<file path="config.mk">
export PLATFORM = sky130hd
export DESIGN_NAME = mode7_coord_gen
export DESIGN_NICKNAME = d
export VERILOG_FILES = /design/src/rtl/mode7_pkg.sv /design/src/rtl/sm_mul_q8.sv /design/src/rtl/mode7_coord_gen.sv
export SDC_FILE = /design/constraint.sdc
export NUM_CORES = 1
export LEC_CHECK = 0
export CORE_MARGIN = 5
export CORE_UTILIZATION = 25
export CTS_CLUSTER_DIAMETER = 120
export DETAILED_ROUTE_END_ITERATION = 8
export GPL_ROUTABILITY_DRIVEN = 0
export PLACE_DENSITY_LB_ADDON = 0.2
export RECOVER_POWER = 100
export SYNTH_ARGS = -nofsm -noshare
export SYNTH_HDL_FRONTEND = slang
export SYNTH_SLANG_ARGS = --single-unit
</file>
<file path="constraint.sdc">
create_clock -name clk -period 13.3 [get_ports clk]
set_clock_uncertainty 0.15 [all_clocks]
set_input_delay 1.33 -clock clk [delete_from_list [all_inputs] [get_ports clk]]
set_output_delay 1.33 -clock clk [all_outputs]
set_load 0.02 [all_outputs]
</file>
<file path="src/rtl/mode7_pkg.sv">
// Shared types, constants and fixed-point conversion helpers for the Mode 7
// coordinate generator.
package mode7_pkg;

    localparam int unsigned SIZE     = 16;
    localparam int unsigned DEC_SIZE = 8;
    localparam int unsigned ACC_W    = 24;

    localparam logic [SIZE-1:0] ROUND_CONST = 16'h0080;
    localparam logic [SIZE-2:0] MAG_MAX     = 15'h7FFF;

    typedef enum logic [2:0] {
        StIdle,
        StSetup0,
        StSetup1,
        StSetup2,
        StSetup3,
        StRun
    } state_e;

    // Sign-magnitude to ACC_W two's complement; negative zero becomes 0.
    function automatic logic [ACC_W-1:0] sm_to_tc(input logic [SIZE-1:0] sm);
        logic [ACC_W-1:0] mag;
        mag = {{(ACC_W-SIZE+1){1'b0}}, sm[SIZE-2:0]};
        return sm[SIZE-1] ? (~mag + 1'b1) : mag;
    endfunction

    // ACC_W two's complement to sign-magnitude with the magnitude clamped to MAG_MAX.
    function automatic logic [SIZE-1:0] tc_to_sm_sat(input logic [ACC_W-1:0] tc);
        logic [ACC_W-1:0] abs_v;
        logic [SIZE-2:0]  mag;
        abs_v = tc[ACC_W-1] ? (~tc + 1'b1) : tc;
        if (abs_v > {{(ACC_W-SIZE+1){1'b0}}, MAG_MAX}) begin
            mag = MAG_MAX;
        end else begin
            mag = abs_v[SIZE-2:0];
        end
        return {tc[ACC_W-1] && (mag != '0), mag};
    endfunction

endpackage

</file>
<file path="src/rtl/sm_mul_q8.sv">
// Combinational sign-magnitude 8.8 multiplier with round-half-up on the
// dropped fraction bits.
module sm_mul_q8
    import mode7_pkg::*;
(
    input  logic [SIZE-1:0] a,
    input  logic [SIZE-1:0] b,
    output logic [SIZE-1:0] p
);

    localparam int unsigned PW = 2 * (SIZE - 1) + 1;

    logic [PW-1:0] prod_rnd;
    logic          unused_prod;

    always_comb begin
        prod_rnd = PW'(a[SIZE-2:0]) * PW'(b[SIZE-2:0]) + PW'(ROUND_CONST);
    end

    // Magnitude is the rounded product shifted down and truncated to SIZE-1 bits.
    assign p = {a[SIZE-1] ^ b[SIZE-1], prod_rnd[DEC_SIZE +: SIZE-1]};

    assign unused_prod = ^{prod_rnd[PW-1:DEC_SIZE+SIZE-1], prod_rnd[DEC_SIZE-1:0]};

endmodule

</file>
<file path="src/rtl/mode7_coord_gen.sv">
// Per-scanline Mode 7 texel coordinate generator: four-cycle affine setup on a
// shared multiplier, then one (u, v) per pixel over a valid/ready handshake.
module mode7_coord_gen
    import mode7_pkg::*;
#(
    parameter int unsigned SIZE     = 16,
    parameter int unsigned INT_SIZE = 8,
    parameter int unsigned DEC_SIZE = 8,
    parameter int unsigned H_RES    = 256,
    parameter int unsigned ACC_W    = 24
) (
    input  logic                clk,
    input  logic                rst_n,
    input  logic                line_start,
    input  logic [7:0]          line_y,
    input  logic [SIZE-1:0]     mat_a,
    input  logic [SIZE-1:0]     mat_b,
    input  logic [SIZE-1:0]     mat_c,
    input  logic [SIZE-1:0]     mat_d,
    input  logic [SIZE-1:0]     org_x,
    input  logic [SIZE-1:0]     org_y,
    input  logic [SIZE-1:0]     scr_h,
    input  logic [SIZE-1:0]     scr_v,
    output logic                busy,
    output logic                out_valid,
    input  logic                out_ready,
    output logic [7:0]          out_x,
    output logic [INT_SIZE-1:0] out_u,
    output logic [INT_SIZE-1:0] out_v,
    output logic                line_done
);

    localparam logic [7:0] LAST_X = 8'(H_RES - 1);

    state_e state_q, state_d;

    logic [SIZE-1:0]  mat_a_q, mat_b_q, mat_c_q, mat_d_q;
    logic [SIZE-1:0]  dx_q, dy_q;
    logic [ACC_W-1:0] u_acc_q, u_acc_d;
    logic [ACC_W-1:0] v_acc_q, v_acc_d;
    logic [7:0]       x_q, x_d;
    logic             line_done_q, line_done_d;

    logic             latch;
    logic [ACC_W-1:0] dx_tc, dy_tc;
    logic [SIZE-1:0]  mul_a, mul_b, mul_p;
    logic [ACC_W-1:0] mul_tc;

    assign latch = (state_q == StIdle) && line_start;

    // Deltas are taken from the live inputs in the latch cycle.
    always_comb begin
        dx_tc = sm_to_tc(scr_h) - sm_to_tc(org_x);
        dy_tc = ACC_W'({line_y, {DEC_SIZE{1'b0}}}) + sm_to_tc(scr_v) - sm_to_tc(org_y);
    end

    // Operand select depends on state only, keeping the multiplier off the handshake path.
    always_comb begin
        mul_a = mat_a_q;
        mul_b = dx_q;
        unique case (state_q)
            StSetup0: begin
                mul_a = mat_a_q;
                mul_b = dx_q;
            end
            StSetup1: begin
                mul_a = mat_b_q;
                mul_b = dy_q;
            end
            StSetup2: begin
                mul_a = mat_c_q;
                mul_b = dx_q;
            end
            StSetup3: begin
                mul_a = mat_d_q;
                mul_b = dy_q;
            end
            default: begin
                mul_a = mat_a_q;
                mul_b = dx_q;
            end
        endcase
    end

    sm_mul_q8 u_mul (
        .a (mul_a),
        .b (mul_b),
        .p (mul_p)
    );

    assign mul_tc = sm_to_tc(mul_p);

    always_comb begin
        state_d     = state_q;
        u_acc_d     = u_acc_q;
        v_acc_d     = v_acc_q;
        x_d         = x_q;
        line_done_d = 1'b0;
        unique case (state_q)
            StIdle: begin
                if (line_start) begin
                    state_d = StSetup0;
                    u_acc_d = sm_to_tc(org_x);
                    v_acc_d = sm_to_tc(org_y);
                end
            end
            StSetup0: begin
                u_acc_d = u_acc_q + mul_tc;
                state_d = StSetup1;
            end
            StSetup1: begin
                u_acc_d = u_acc_q + mul_tc;
                state_d = StSetup2;
            end
            StSetup2: begin
                v_acc_d = v_acc_q + mul_tc;
                state_d = StSetup3;
            end
            StSetup3: begin
                v_acc_d = v_acc_q + mul_tc;
                x_d     = '0;
                state_d = StRun;
            end
            StRun: begin
                if (out_ready) begin
                    u_acc_d = u_acc_q + sm_to_tc(mat_a_q);
                    v_acc_d = v_acc_q + sm_to_tc(mat_c_q);
                    x_d     = x_q + 1'b1;
                    if (x_q == LAST_X) begin
                        state_d     = StIdle;
                        line_done_d = 1'b1;
                    end
                end
            end
            default: begin
                state_d = StIdle;
            end
        endcase
    end

    always_ff @(posedge clk) begin
        if (!rst_n) begin
            state_q     <= StIdle;
            mat_a_q     <= '0;
            mat_b_q     <= '0;
            mat_c_q     <= '0;
            mat_d_q     <= '0;
            dx_q        <= '0;
            dy_q        <= '0;
            u_acc_q     <= '0;
            v_acc_q     <= '0;
            x_q         <= '0;
            line_done_q <= 1'b0;
        end else begin
            state_q     <= state_d;
            u_acc_q     <= u_acc_d;
            v_acc_q     <= v_acc_d;
            x_q         <= x_d;
            line_done_q <= line_done_d;
            if (latch) begin
                mat_a_q <= mat_a;
                mat_b_q <= mat_b;
                mat_c_q <= mat_c;
                mat_d_q <= mat_d;
                dx_q    <= tc_to_sm_sat(dx_tc);
                dy_q    <= tc_to_sm_sat(dy_tc);
            end
        end
    end

    assign busy      = (state_q != StIdle);
    assign out_valid = (state_q == StRun);
    assign out_x     = x_q;
    assign out_u     = u_acc_q[DEC_SIZE +: INT_SIZE];
    assign out_v     = v_acc_q[DEC_SIZE +: INT_SIZE];
    assign line_done = line_done_q;

endmodule
</file>
# ---- Word level (Yosys, flattened, before mapping)
# Index checks and enable logic that the tools add are counted.
dict set report op_classes {
  add_sub_neg 18
  multipliers 1
  n_div 0
  n_lt_le_gt_ge 2
  eq_ne 9
  shifts 0
  mux 30
  bitwise 10
  n_reduce_logical 18
}
# cell n
set op_table {}
lappend op_table {{two-way mux 24 bit} 13}
lappend op_table {{adder 24 x 1 -> 24 bit (second input constant)} 9}
lappend op_table {{inverter 15 -> 24 bit} 7}
lappend op_table {{one-hot mux 24 bit (3 select lines)} 2}
lappend op_table {{adder 24 bit} 4}
lappend op_table {{two-way mux 15 bit} 6}
lappend op_table {{> comparator 24 x 15 -> 1 bit (second input constant)} 2}
lappend op_table {{inverter 24 bit} 2}
lappend op_table {{one-hot mux 16 bit (3 select lines)} 1}
lappend op_table {{subtractor 24 bit} 2}
lappend op_table {{nonzero test 15 bit} 2}
lappend op_table {{adder 16 x 24 -> 24 bit} 1}
lappend op_table {{adder 23 x 8 -> 23 bit (second input constant)} 1}
lappend op_table {{multiplier 15 x 15 -> 23 bit} 1}
lappend op_table {{one-hot mux 3 bit (6 select lines)} 1}
lappend op_table {{two-way mux 16 bit} 1}
lappend op_table {{one-hot mux 8 bit (2 select lines)} 1}
lappend op_table {{AND reduction 3 bit} 4}
lappend op_table {{two-way mux 3 bit} 3}
lappend op_table {{nonzero test 3 bit} 3}
lappend op_table {{adder 8 x 1 -> 8 bit (second input constant)} 1}
lappend op_table {{equality test 8 bit (second input constant)} 1}
lappend op_table {{two-way mux 8 bit} 1}
lappend op_table {{equality test 3 x 2 -> 1 bit (second input constant)} 2}
lappend op_table {{11 further kinds} 17}
dict set report word_totals {
  regBits 156
  latch_bits 0
  mem_bits_rw 0
  romBits 0
  inputBits 140
  out_inout_bits 27
  wordCells 99
  n_memories 0
}

# ---- Longest topological paths before layout
dict set report depth {
  depth_word 14
  depth_mapped 47
  ltp_nobuf 41
}

# ---- Modules after synthesis
# From an unflattened synthesis, not the netlist that was laid out.
dict set report unflattened {
  hier_cells 2688
  area_unflattened_um2 20840.0
}
# mod n_inst cells_per_inst area_per_inst_um2 seq_area_each_um2
set by_module_without_submodules {}
lappend by_module_without_submodules {mode7_coord_gen 1 1982 14624.0 2802.7}
lappend by_module_without_submodules {sm_mul_q8 1 706 6216.0 0.0}

# ---- Least setup slack after synthesis
# OpenSTA, ideal clock, no wires.
dict set report synth_path {
  kind {register -> register}
  start {register state_q[1]}
  end {register v_acc_q[15]}
  setup_time_ps 70
  arrival_ps 10102
  t_required_ps 13080
  path_slack_ps 2978
  stages_incl_launch_ff 44
  n_path_buf 7
  period_less_slack_ps 10322
  cell_sequence {dfxtp_1 buf_2 clkbuf_1 buf_1 clkbuf_1 clkbuf_1 clkbuf_1 nand2_1 o21ai_0 o21a_1 nor2_1 fa_1 inv_1 fa_1 inv_1 fa_1 inv_1 fa_1 [... 8 more ...] o21ai_0 a31o_2 o21bai_1 or4_1 a2111oi_2 nor4b_2 a22oi_1 o211a_1 xnor2_1 mux2_2 ha_1 and3_1 a211o_1 a21oi_1 xnor2_1 xnor2_1 nand3_1 a21oi_1}
}
dict set report synth_between {
  elab_chain_cells 10
  word_cells_on_any_way 21
  classes_between {add/sub (3); mul (1); eq/ne (6); mux (4); bitwise (2); reduce/logical (5)}
}
# item line
set synth_lines {}
lappend synth_lines {{start: declaration} mode7_coord_gen.sv:35} ;# state_e state_q, state_d;
lappend synth_lines {{start signal: assignment} mode7_coord_gen.sv:143} ;# state_q <= StIdle;
lappend synth_lines {{start signal: assignment} mode7_coord_gen.sv:155} ;# state_q <= state_d;
lappend synth_lines {{equality test 3 bit / equality test 3 x 2 -> 1 bit (equally long branches)} {mode7_coord_gen.sv:61, mode7_coord_gen.sv:99}}
lappend synth_lines {{OR reduction 2 bit (no source line)} n/a}
lappend synth_lines {{two-way mux 16 bit} mode7_coord_gen.sv:61} ;# unique case (state_q)
lappend synth_lines {{multiplier 15 x 15 -> 23 bit} sm_mul_q8.sv:17} ;# prod_rnd = PW'(a[SIZE-2:0]) * PW'(b[SIZE-2:0]) + PW'(ROUND_CONST);
lappend synth_lines {{adder 23 x 8 -> 23 bit} sm_mul_q8.sv:17}
lappend synth_lines {{inverter 15 -> 24 bit} mode7_pkg.sv:25} ;# return sm[SIZE-1] ? (~mag + 1'b1) : mag;
lappend synth_lines {{adder 24 x 1 -> 24 bit} mode7_pkg.sv:25}
lappend synth_lines {{two-way mux 24 bit} mode7_pkg.sv:25}
lappend synth_lines {{adder 24 bit} {mode7_coord_gen.sv:116, mode7_coord_gen.sv:120}}
lappend synth_lines {{one-hot mux 24 bit (3 select lines)} mode7_coord_gen.sv:99} ;# unique case (state_q)
lappend synth_lines {{end signal: assignment} mode7_coord_gen.sv:157} ;# v_acc_q <= v_acc_d;
lappend synth_lines {{end: declaration} mode7_coord_gen.sv:40} ;# logic [ACC_W-1:0] v_acc_q, v_acc_d;
# Several ways; a longest one is shown, not always the timed one.
# A chain may end at the register's enable or synchronous reset.

# ---- Final worst setup path
dict set report layout_path {
  start {register state_q[2]}
  end {register v_acc_q[15]}
}
# Same word-level chain as after synthesis.

==> results.json <==
{
  "violations": "capacitance limit, slew limit",
  "yosysTopAreaCell": "fa_1",
  "yosysTopAreaCellShare": 0.156,
  "wl_per_cell_um": 19.0,
  "cts_tree": "yes",
  "clock-sinks": 140,
  "synthArstFlopShare": 0,
  "reg2regPathDepth": 36,
  "maxCapViolCount": 3,
  "io_buffers": 166,
  "rsz0062_at_grt": "no",
  "cts_made_buffers": 17,
  "syn_area_um2": 20700,
  "fmaxAchievable_mhz": 87.1,
  "met1_length_um": 35000,
  "track_usage": 0.164,
  "fp-row-count": 105,
  "pre_cts_slack_ns": 1.95,
  "status": "complete, but fails checks",
  "clk_latency_ns": 0.49,
  "diodes": 0,
  "cts_root_buf": "clkbuf_16",
  "crit_top_cell": "inv_1",
  "worstPathRequired_ns": 13.32,
  "maxSlewHeadroom": -2.03,
  "grt_overflow_total": 0,
  "holdPathEnd": "mat_b_q[3]",
  "synth_area_leaders": "fa_1 (16%), dfxtp_1 (14%), ha_1 (10%)",
  "post_route_cells_drive_above_1_share": 0.0509,
  "drt-pass1-iter-count": 5,
  "antenna_found_initial": 0,
  "clock_path_buffers": 2,
  "setup_slack_ns": 1.81,
  "post-cts-setup-buffers": 0,
  "crit_fanout": 46,
  "min_path_type": "reg -> reg",
  "timing.hold.ws_ns": 0.309,
  "grt_max_degree": 91,
  "final_nets": 3266,
  "endpoint_kind": "flop",
  "ir_drop_mv": 0.171,
  "p_leak_nw": 10.3,
  "die_h_um": 298,
  "synth_flop_cell": "dfxtp_1",
  "period_share": 0.864,
  "wirelength_um": 73700,
  "synth-seq-cells": 140,
  "antenna_left": 0,
  "ys_types": 90,
  "vias": 18900,
  "wl_met2_um": 35300,
  "start_kind": "flop",
  "die_x_um": 298,
  "criticalPathCategory": "reg -> reg",
  "syn-num-nets": 3183,
  "power.density_nw_per_um2": 264,
  "cp_slowest_cell": "dfxtp_2",
  "r2r_slack_ns": 1.81,
  "dieArea_um2": 88600,
  "grt_pass1_vias": 18700,
  "postCtsHoldBufs": 0,
  "ioPinCount": 167,
  "hold_start": "mat_b_q[3]",
  "fin_crit_ns": 11.49,
  "syn_inst": 2715,
  "worstHoldPathCells": 2,
  "final-setup-viol-count": 0,
  "setup_tns_ns": 0,
  "core_area_um2": 82100,
  "critPathMaxStageDelay_ns": 0.89,
  "worstMarginPinSlew_ns": 4.54,
  "cts_resized": 0,
  "yosysSeqAreaShare": 0.135,
  "finalHoldViolCount": 0,
  "clk_pin_slew_ns": 0.07,
  "drc_errors": 0,
  "worstPathArrival_ns": 11.50,
  "r2r-end": "v_acc_q[15]",
  "area_delta_synth_final_pct": 15.5,
  "cts_max_level": 4,
  "synth_edf_count": 0,
  "dr_wl_met3_um": 2340,
  "first_iter_violations": 1190,
  "top_layer": "met4",
  "grt_pass1_wl_um": 114000,
  "final_max_slew_viol_count": 152,
  "dpl.hpwl_um": 60900,
  "yosysWarnings": 0,
  "initial_utilization": 0.252,
  "avgSynthCellArea_um2": 7.62,
  "routed_via_density": 4.86,
  "rr_startpoint": "state_q[2]"
}
## registers in the layout (all words and copies together) (netlist names)
| register | count |
|---|---|
| v_acc_q | 16 |
| mat_b_q | 16 |
| line_done | 1 |
| dx_q | 16 |
| mat_a_q | 16 |
| u_acc_q | 16 |
| mat_c_q | 16 |
| dy_q | 16 |
| state_q | 3 |
| out_x | 8 |
| mat_d_q | 16 |
## cell families after synthesis
family,count (synthesis),synth area share
simple gates,921,0.204
compound gates,660,0.204
buf+inv,384,0.0741
fa+ha+maj,328,0.257
xor+xnor,219,0.0934
flops,140,0.135
mux,63,0.0316
## cells in the mapped netlist, drive strengths merged (38+ instances only)
cell type,n
nand2,387
inv,250
nor2,244
a21oi,222
ha,167
fa,161
o21ai,161
dfxtp,140
xnor2,125
clkbuf,101
xor2,94
mux2i,44
or3,43
a21o,41
a211oi,38
## metrics by stage
stage               instance area (um2)  cells  utilization  power, mW
CTS                               24000   3881        0.292       6.36
global route                      23900   3881        0.291       6.99
detailed placement                23400   3849        0.285       5.81
floorplan                         20700   2715            -       4.39
finish                            23900   3881        0.291       6.30
global placement                  23400   3849        0.285       5.85
## metal layers
layer / up-vias / global-route usage
met5: - / 0
met2: 315 / 0.279
met1: 9092 / 0.223
li1: 9436 / -
met3: 38 / 0.0260
met4: 0 / 0.0288
## report_power, final
part | switching, mW | internal [mW]
clock | 0.229 | 0.269
combinational | 3.17 | 2.04
sequential | 0.0972 | 0.488
## worst max-delay path, delay by kind of cell, from the launching register on
| kind | cells | cell delay [ns] |
|---|---|---|
| adders and majority gates | 8 | 3.86 |
| and+or+nand+nor | 6 | 2.04 |
| AOI/OAI and AO/OA | 9 | 1.95 |
| muxes | 2 | 1.18 |
| DFF | 1 | 0.89 |
| xor gates and xnor gates | 4 | 0.60 |
| buffers and inverters | 7 | 0.45 |
## cell type report
| class | count | area (um2) |
|---|---|---|
| Clock inverter | 14 | 145 |
| Tap cell | 1070 | 1340 |
| Timing Repair Buffer | 198 | 1880 |
| Sequential cell | 140 | 2810 |
| Multi-Input combinational cell | 2191 | 16300 |
| Fill cell | 8997 | 58200 |
| Inverter | 250 | 938 |
| Clock buffer | 18 | 439 |
## worst max path at each step
| stage | slack (ns) | depth (start not counted) | from | end |
|---|---|---|---|---|
| floorplan | 2.98 | 43 | state_q[1] | v_acc_q[15] |
| CTS | 1.88 | 35 | state_q[2] | v_acc_q[14] |
| finish | 1.81 | 36 | state_q[2] | v_acc_q[15] |
| detailed placement | 1.95 | 35 | state_q[2] | v_acc_q[14] |
| global route | 0.75 | 35 | state_q[2] | v_acc_q[14] |
| global placement | 2.07 | 36 | state_q[2] | v_acc_q[15] |
## layout by cell type (no fill, tap or decap), types with 93 or more instances in the layout
master / count
o21ai_0: 150
a21oi_1: 211
nor2_1: 243
dfxtp_1: 137
xor2_1: 93
inv_1: 250
fa_1: 161
xnor2_1: 124
clkdlybuf4s50_1: 136
ha_1: 167
nand2_1: 386
Power figures use the tool's default switching activity.
